**config.mk**
```make
export PLATFORM = sky130hd
export DESIGN_NAME = dispatcher
export DESIGN_NICKNAME = d
export VERILOG_FILES = /design/src/rtl/dispatcher.sv
export SDC_FILE = /design/constraint.sdc
export NUM_CORES = 1
export LEC_CHECK = 0
export ABC_CLOCK_PERIOD_IN_PS = 23000
export BUFFER_PORTS_ARGS = -buffer_cell sky130_fd_sc_hd__buf_2
export CAP_MARGIN = 25
export CORE_AREA = 5 5 249 251
export DETAILED_ROUTE_END_ITERATION = 16
export DIE_AREA = 0 0 254 256
export PLACE_DENSITY = 0.66
export SLEW_MARGIN = 30
export SYNTH_ARGS = -nofsm -noshare
export SYNTH_HDL_FRONTEND = slang
export SYNTH_SLANG_ARGS = --single-unit
```
**constraint.sdc**
```tcl
create_clock -name clk -period 23 [get_ports clk]
set_clock_uncertainty 0.05 [all_clocks]
set_input_delay 2.3 -clock clk [delete_from_list [all_inputs] [get_ports clk]]
set_output_delay 2.3 -clock clk [all_outputs]
set_load 0.005 [all_outputs]
```
**src/rtl/dispatcher.sv**
```systemverilog
// Packs 64-bit host words into 256-bit beats for the scanner, tagging each beat
// with cmd/id, byte offset within the buffer, byte valids and end-of-buffer.
module dispatcher (
  input  logic         clk,
  input  logic         reset,
  input  logic         hst_dvld_dpt,
  input  logic [7:0]   hst_cmd_dpt,
  input  logic [23:0]  hst_id_dpt,
  input  logic [63:0]  hst_data_dpt,
  input  logic [7:0]   hst_keep_dpt,
  input  logic         hst_end_dpt,
  output logic         dpt_rdy_hst,
  output logic         dpt_dvld_scn,
  output logic [7:0]   dpt_cmd_scn,
  output logic [23:0]  dpt_id_scn,
  output logic [31:0]  dpt_poff_scn,
  output logic [255:0] dpt_data_scn,
  output logic [31:0]  dpt_bvld_scn,
  output logic         dpt_end_scn,
  input  logic         scn_rdy_dpt
);

  logic [2:0][63:0] acc_data;
  logic [2:0][7:0]  acc_keep;
  logic [1:0]       lane_cnt;
  logic             first;
  logic [31:0]      poff_next;
  logic [7:0]       cmd_q;
  logic [23:0]      id_q;

  logic             out_free;
  logic             completing;
  logic             accept;
  logic             load;
  logic [7:0]       cur_cmd;
  logic [23:0]      cur_id;
  logic [31:0]      cur_poff;
  logic [3:0][63:0] beat_data;
  logic [3:0][7:0]  beat_keep;

  assign out_free    = ~dpt_dvld_scn | scn_rdy_dpt;
  assign completing  = (lane_cnt == 2'd3) | hst_end_dpt;
  assign dpt_rdy_hst = ~reset & (out_free | ((lane_cnt != 2'd3) & ~hst_end_dpt));
  assign accept      = hst_dvld_dpt & dpt_rdy_hst;
  assign load        = accept & completing;

  // The first word of a buffer supplies its tags directly, so a one-word
  // buffer still carries the right cmd/id and starts at offset 0.
  assign cur_cmd  = first ? hst_cmd_dpt : cmd_q;
  assign cur_id   = first ? hst_id_dpt  : id_q;
  assign cur_poff = first ? 32'd0       : poff_next;

  always_comb begin
    beat_data = '0;
    beat_keep = '0;
    for (int i = 0; i < 3; i++) begin
      if (i < int'(lane_cnt)) begin
        beat_data[i] = acc_data[i];
        beat_keep[i] = acc_keep[i];
      end
    end
    beat_data[lane_cnt] = hst_data_dpt;
    beat_keep[lane_cnt] = hst_keep_dpt;
  end

  always_ff @(posedge clk or posedge reset) begin
    if (reset) begin
      acc_data  <= '0;
      acc_keep  <= '0;
      lane_cnt  <= 2'd0;
      first     <= 1'b1;
      poff_next <= 32'd0;
      cmd_q     <= 8'd0;
      id_q      <= 24'd0;
    end else if (accept) begin
      if (first) begin
        cmd_q <= hst_cmd_dpt;
        id_q  <= hst_id_dpt;
      end
      first <= hst_end_dpt;
      if (completing) begin
        lane_cnt  <= 2'd0;
        poff_next <= cur_poff + 32'd32;
      end else begin
        acc_data[lane_cnt] <= hst_data_dpt;
        acc_keep[lane_cnt] <= hst_keep_dpt;
        lane_cnt           <= lane_cnt + 2'd1;
        if (first) poff_next <= 32'd0;
      end
    end
  end

  // A new beat may replace the one being transferred on the same edge.
  always_ff @(posedge clk or posedge reset) begin
    if (reset) begin
      dpt_dvld_scn <= 1'b0;
      dpt_cmd_scn  <= 8'd0;
      dpt_id_scn   <= 24'd0;
      dpt_poff_scn <= 32'd0;
      dpt_data_scn <= 256'd0;
      dpt_bvld_scn <= 32'd0;
      dpt_end_scn  <= 1'b0;
    end else if (load) begin
      dpt_dvld_scn <= 1'b1;
      dpt_cmd_scn  <= cur_cmd;
      dpt_id_scn   <= cur_id;
      dpt_poff_scn <= cur_poff;
      dpt_data_scn <= beat_data;
      dpt_bvld_scn <= beat_keep;
      dpt_end_scn  <= hst_end_dpt;
    end else if (scn_rdy_dpt) begin
      dpt_dvld_scn <= 1'b0;
    end
  end

endmodule

```
==> summary.txt <==
Drt
  – WL final: about 71000 um
  – Initial drt markers: 1341
  – First-pass iteration count of the detailed router: 5
  – Remaining antenna violation count after routing: 0
  – Drt wl/cell: 19.82 um
  – Vias per cell: 5.377
  – Vias: 19390
  – Drt drc: 0

Logic synthesis
  – Synth top area cells: dfrtp_1, mux2_2, nand2_1, o21ai_0, mux2i_1
  – Post-synth net total: 2492
  – Distinct cells, synth: 44
  – Share of the synthesized area in the top cell type: 60.10%
  – Post-Syn Area: 0.02648 mm^2
  – YS warnings: 0
  – FF+latch count, synth: about 640
  – Cell count after synthesis: 2377
  – Seq/Total Area, Yosys: 60.20%
  – Synth area leader: dfrtp_1
  – Synth Area per Inst: approximately 11 um^2

Clock network
  – Clock-pin slew on the worst setup and hold paths: 0.06 ns
  – Clock sink count: 637
  – H-tree depth: 3
  – CTS tree: built
  – Clock Latency Late Sink: 0.59 ns
  – PostCTS Resize Cnt: 0
  – CTS buffer count: 69
  – Max Root-Sink Buffers: 3
  – Post-CTS Setup Inserts: 0
  – Cell at the root of the clock tree: clkbuf_16
  – # hold bufs at CTS: 0

STA
  – Worst rel slew slack: 33.25%
  – Fin crit period: 5.397 ns
  – Tcrit/Tclk final: between 20% and 30%
  – Endpoints failing hold: 0
  – Fin. max-slew vios: 0
  – Worst Tran Pin Value: roughly 1.0 ns
  – Peak Freq: 0.1853 GHz
  – RSZ-0062 raised after global routing: no
  – # setup viols final: 0
  – Setup TNS: 0 ns

Floorplan
  – DIE HEIGHT: 256 um
  – Core area: 0.05968 mm^2
  – Die W: around 250 um
  – IO Pins: 464
  – Site Rows: 90
  – Initial core utilization: 44.37%
  – Die ar.: 0.06502 mm^2

Setup path
  – CP Launch Type: input pin
  – CP Capture Type: output port
  – Crit Path Max Fanout: 4
  – CP arrival: about 3 ns
  – Critical Path RT: approximately 21 ns
  – Critical path class: input pin to output port

Layout
  – Area grow syn2layout: 20.76%
  – Layout cells sized above 1: a little under a third
  – Filler cells: 5204
  – NumNets Final: just under 3000

Flow run
  – Max-cap violations: 0

Pwr
  – Worst VDD drop: 0.06459 mV
  – Leakage: 0.01589 uW
  – Final Total Pwr: 3616 uW
  – Pwr Density: about 110 mW/mm^2

Placed design
  – GP Congestion: approximately 0.8
  – Buffers on Ports: 463
  – Hpwl dp: approximately 45000 um

Global routing
  – First-pass GRT wire length: 112000 um
  – Grt ovf: 0
  – Largest net degree at the start of global routing: 230
  – Total GRT Usage: a little over a fifth
  – Initial antenna violation count: 4
  – Vias in the first global route: 19260

Worst hold path
  – Hold Crit Class: flop to flop

Outcome
  – Status: complete, no violations
cells by family after synthesis:
| kind of cell | share of synthesized area (%) |
|---|---|
| buffers and inverters | 2.754 |
| AOI/OAI and AO/OA | 10.17 |
| DFF | 60.20 |
| xor gates and xnor gates | 0.6614 |
| and+or+nand+nor | 11.30 |
| adders and majority gates | 0.2835 |
| muxes | 14.64 |
power by group:
part | total, uW | internal (uW) | leakage [uW] | switching, uW
registers | 1660 | 1460 | 0.00822 | 197
clock network | 1190 | 739 | 0.00121 | 456
logic | 766 | 380 | 0.00646 | 387
total | 3620 | 2580 | 0.0159 | 1040
final cells by class:
type / count / area, um^2 / area share, %
Sequential cell: 637 / 15950 / 49.86
Multi-Input combinational cell: 1567 / 9899 / 30.95
Timing Repair Buffer: 486 / 2648 / 8.279
Clock buffer: 98 / 2018 / 6.311
Tap cell: 782 / 978.4 / 3.059
Clock inverter: 27 / 455.4 / 1.424
Inverter: 5 / 26.28 / 0.08216
Antenna cell: 4 / 10.01 / 0.03130
synth_stat cells (all sizes together):
master	number
inv	5
and3	6
o31ai	2
dfstp	1
nand3	12
dfrtp	636
xor2	16
nor2	164
nor4	2
nand2	465
nor3	3
and2	8
a31oi	1
o21ai	243
mux2i	105
a32oi	1
nor2b	6
or3	1
and3b	1
nand4	8
clkbuf	108
ha	6
a22o	74
mux2	251
nand2b	4
xnor2	4
nand3b	26
nor4b	2
or2	2
a221oi	11
a21oi	137
a21o	1
and4	4
a41oi	1
buf	60
through the flow:
step / worst slack (ns) / util (%) / cell area, um^2 / hold slack, ns / instances
after floorplan: 2.808 / - / 26480 / 0.4028 / 2377
after global placement: 17.21 / 49.15 / 29330 / 0.3965 / 3471
after detailed placement: 17.11 / 49.27 / 29410 / 0.4032 / 3474
after CTS: 17.60 / 53.42 / 31880 / 0.4160 / 3599
after global routing: 17.55 / 53.57 / 31970 / 0.4350 / 3603
final: 17.60 / 53.58 / 31980 / 0.4122 / 3606
routing by layer:
layer  up-vias  part of all wire, %  routed length [um]  track usage (%)
li1       8922                    -                   -                -
met1      9777                   43               30750            29.73
met2       590                   46               32990            33.30
met3        99                  8.3                5919            5.650
met4         0                  2.5                1799            6.593
met5         -                    0                   0                0
cells in the final DEF, fill, tap and decap left out, types with 8 or more instances in the layout:
| cell type | Yosys | final |
|---|---|---|
| dfrtp_1 | 636 | 635 |
| clkbuf_1 | 108 | 13 |
| nand3_1 | 12 | 12 |
| clkbuf_8 | 0 | 14 |
| buf_4 | 1 | 10 |
| a21oi_1 | 137 | 137 |
| nand2_1 | 465 | 461 |
| nand3b_1 | 26 | 26 |
| xor2_1 | 16 | 16 |
| a221oi_1 | 11 | 11 |
| buf_2 | 49 | 463 |
| o21ai_0 | 243 | 243 |
| nor2_1 | 163 | 163 |
| clkbuf_16 | 0 | 71 |
| nand4_1 | 8 | 8 |
| mux2i_1 | 105 | 105 |
| bufinv_16 | 0 | 11 |
| clkinv_2 | 0 | 8 |
| mux2_2 | 251 | 251 |
| a22o_1 | 74 | 74 |
state kept, by name, indices dropped and copies added (netlist names), 2 cells and up:
name          count
acc_data        192
acc_keep         24
cmd_q             8
dpt_bvld_scn     32
dpt_cmd_scn       8
dpt_data_scn    256
dpt_id_scn       24
dpt_poff_scn     32
id_q             24
lane_cnt          2
poff_next        32
worst max-delay path, cell delays in order:
cell	delay (ns)
buf_2	0.11
or2_2	0.32
a21oi_1	0.18
buf_2	0.14
final timing paths:
| kind | cells after the start | slack, ns | endpoint | start |
|---|---|---|---|---|
| worst min register to register | 2 | 0.41 | dpt_poff_scn[3]$_DFFE_PP0P_ | dpt_poff_scn[3]$_DFFE_PP0P_ |
| max in group asynchronous | 6 | 18.32 | dpt_data_scn[89]$_DFFE_PP0P_ | reset |
| worst min-delay path | 2 | 0.41 | dpt_poff_scn[3]$_DFFE_PP0P_ | dpt_poff_scn[3]$_DFFE_PP0P_ |
| min in group asynchronous | 2 | 1.84 | dpt_id_scn[15]$_DFFE_PP0P_ | reset |
| worst max-delay path | 4 | 17.60 | dpt_rdy_hst | hst_end_dpt |
| worst max register to register | 6 | 19.12 | dpt_data_scn[163]$_DFFE_PP0P_ | lane_cnt[1]$_DFFE_PP0N_ |
Note: power is estimated with default switching activity, not from simulation.
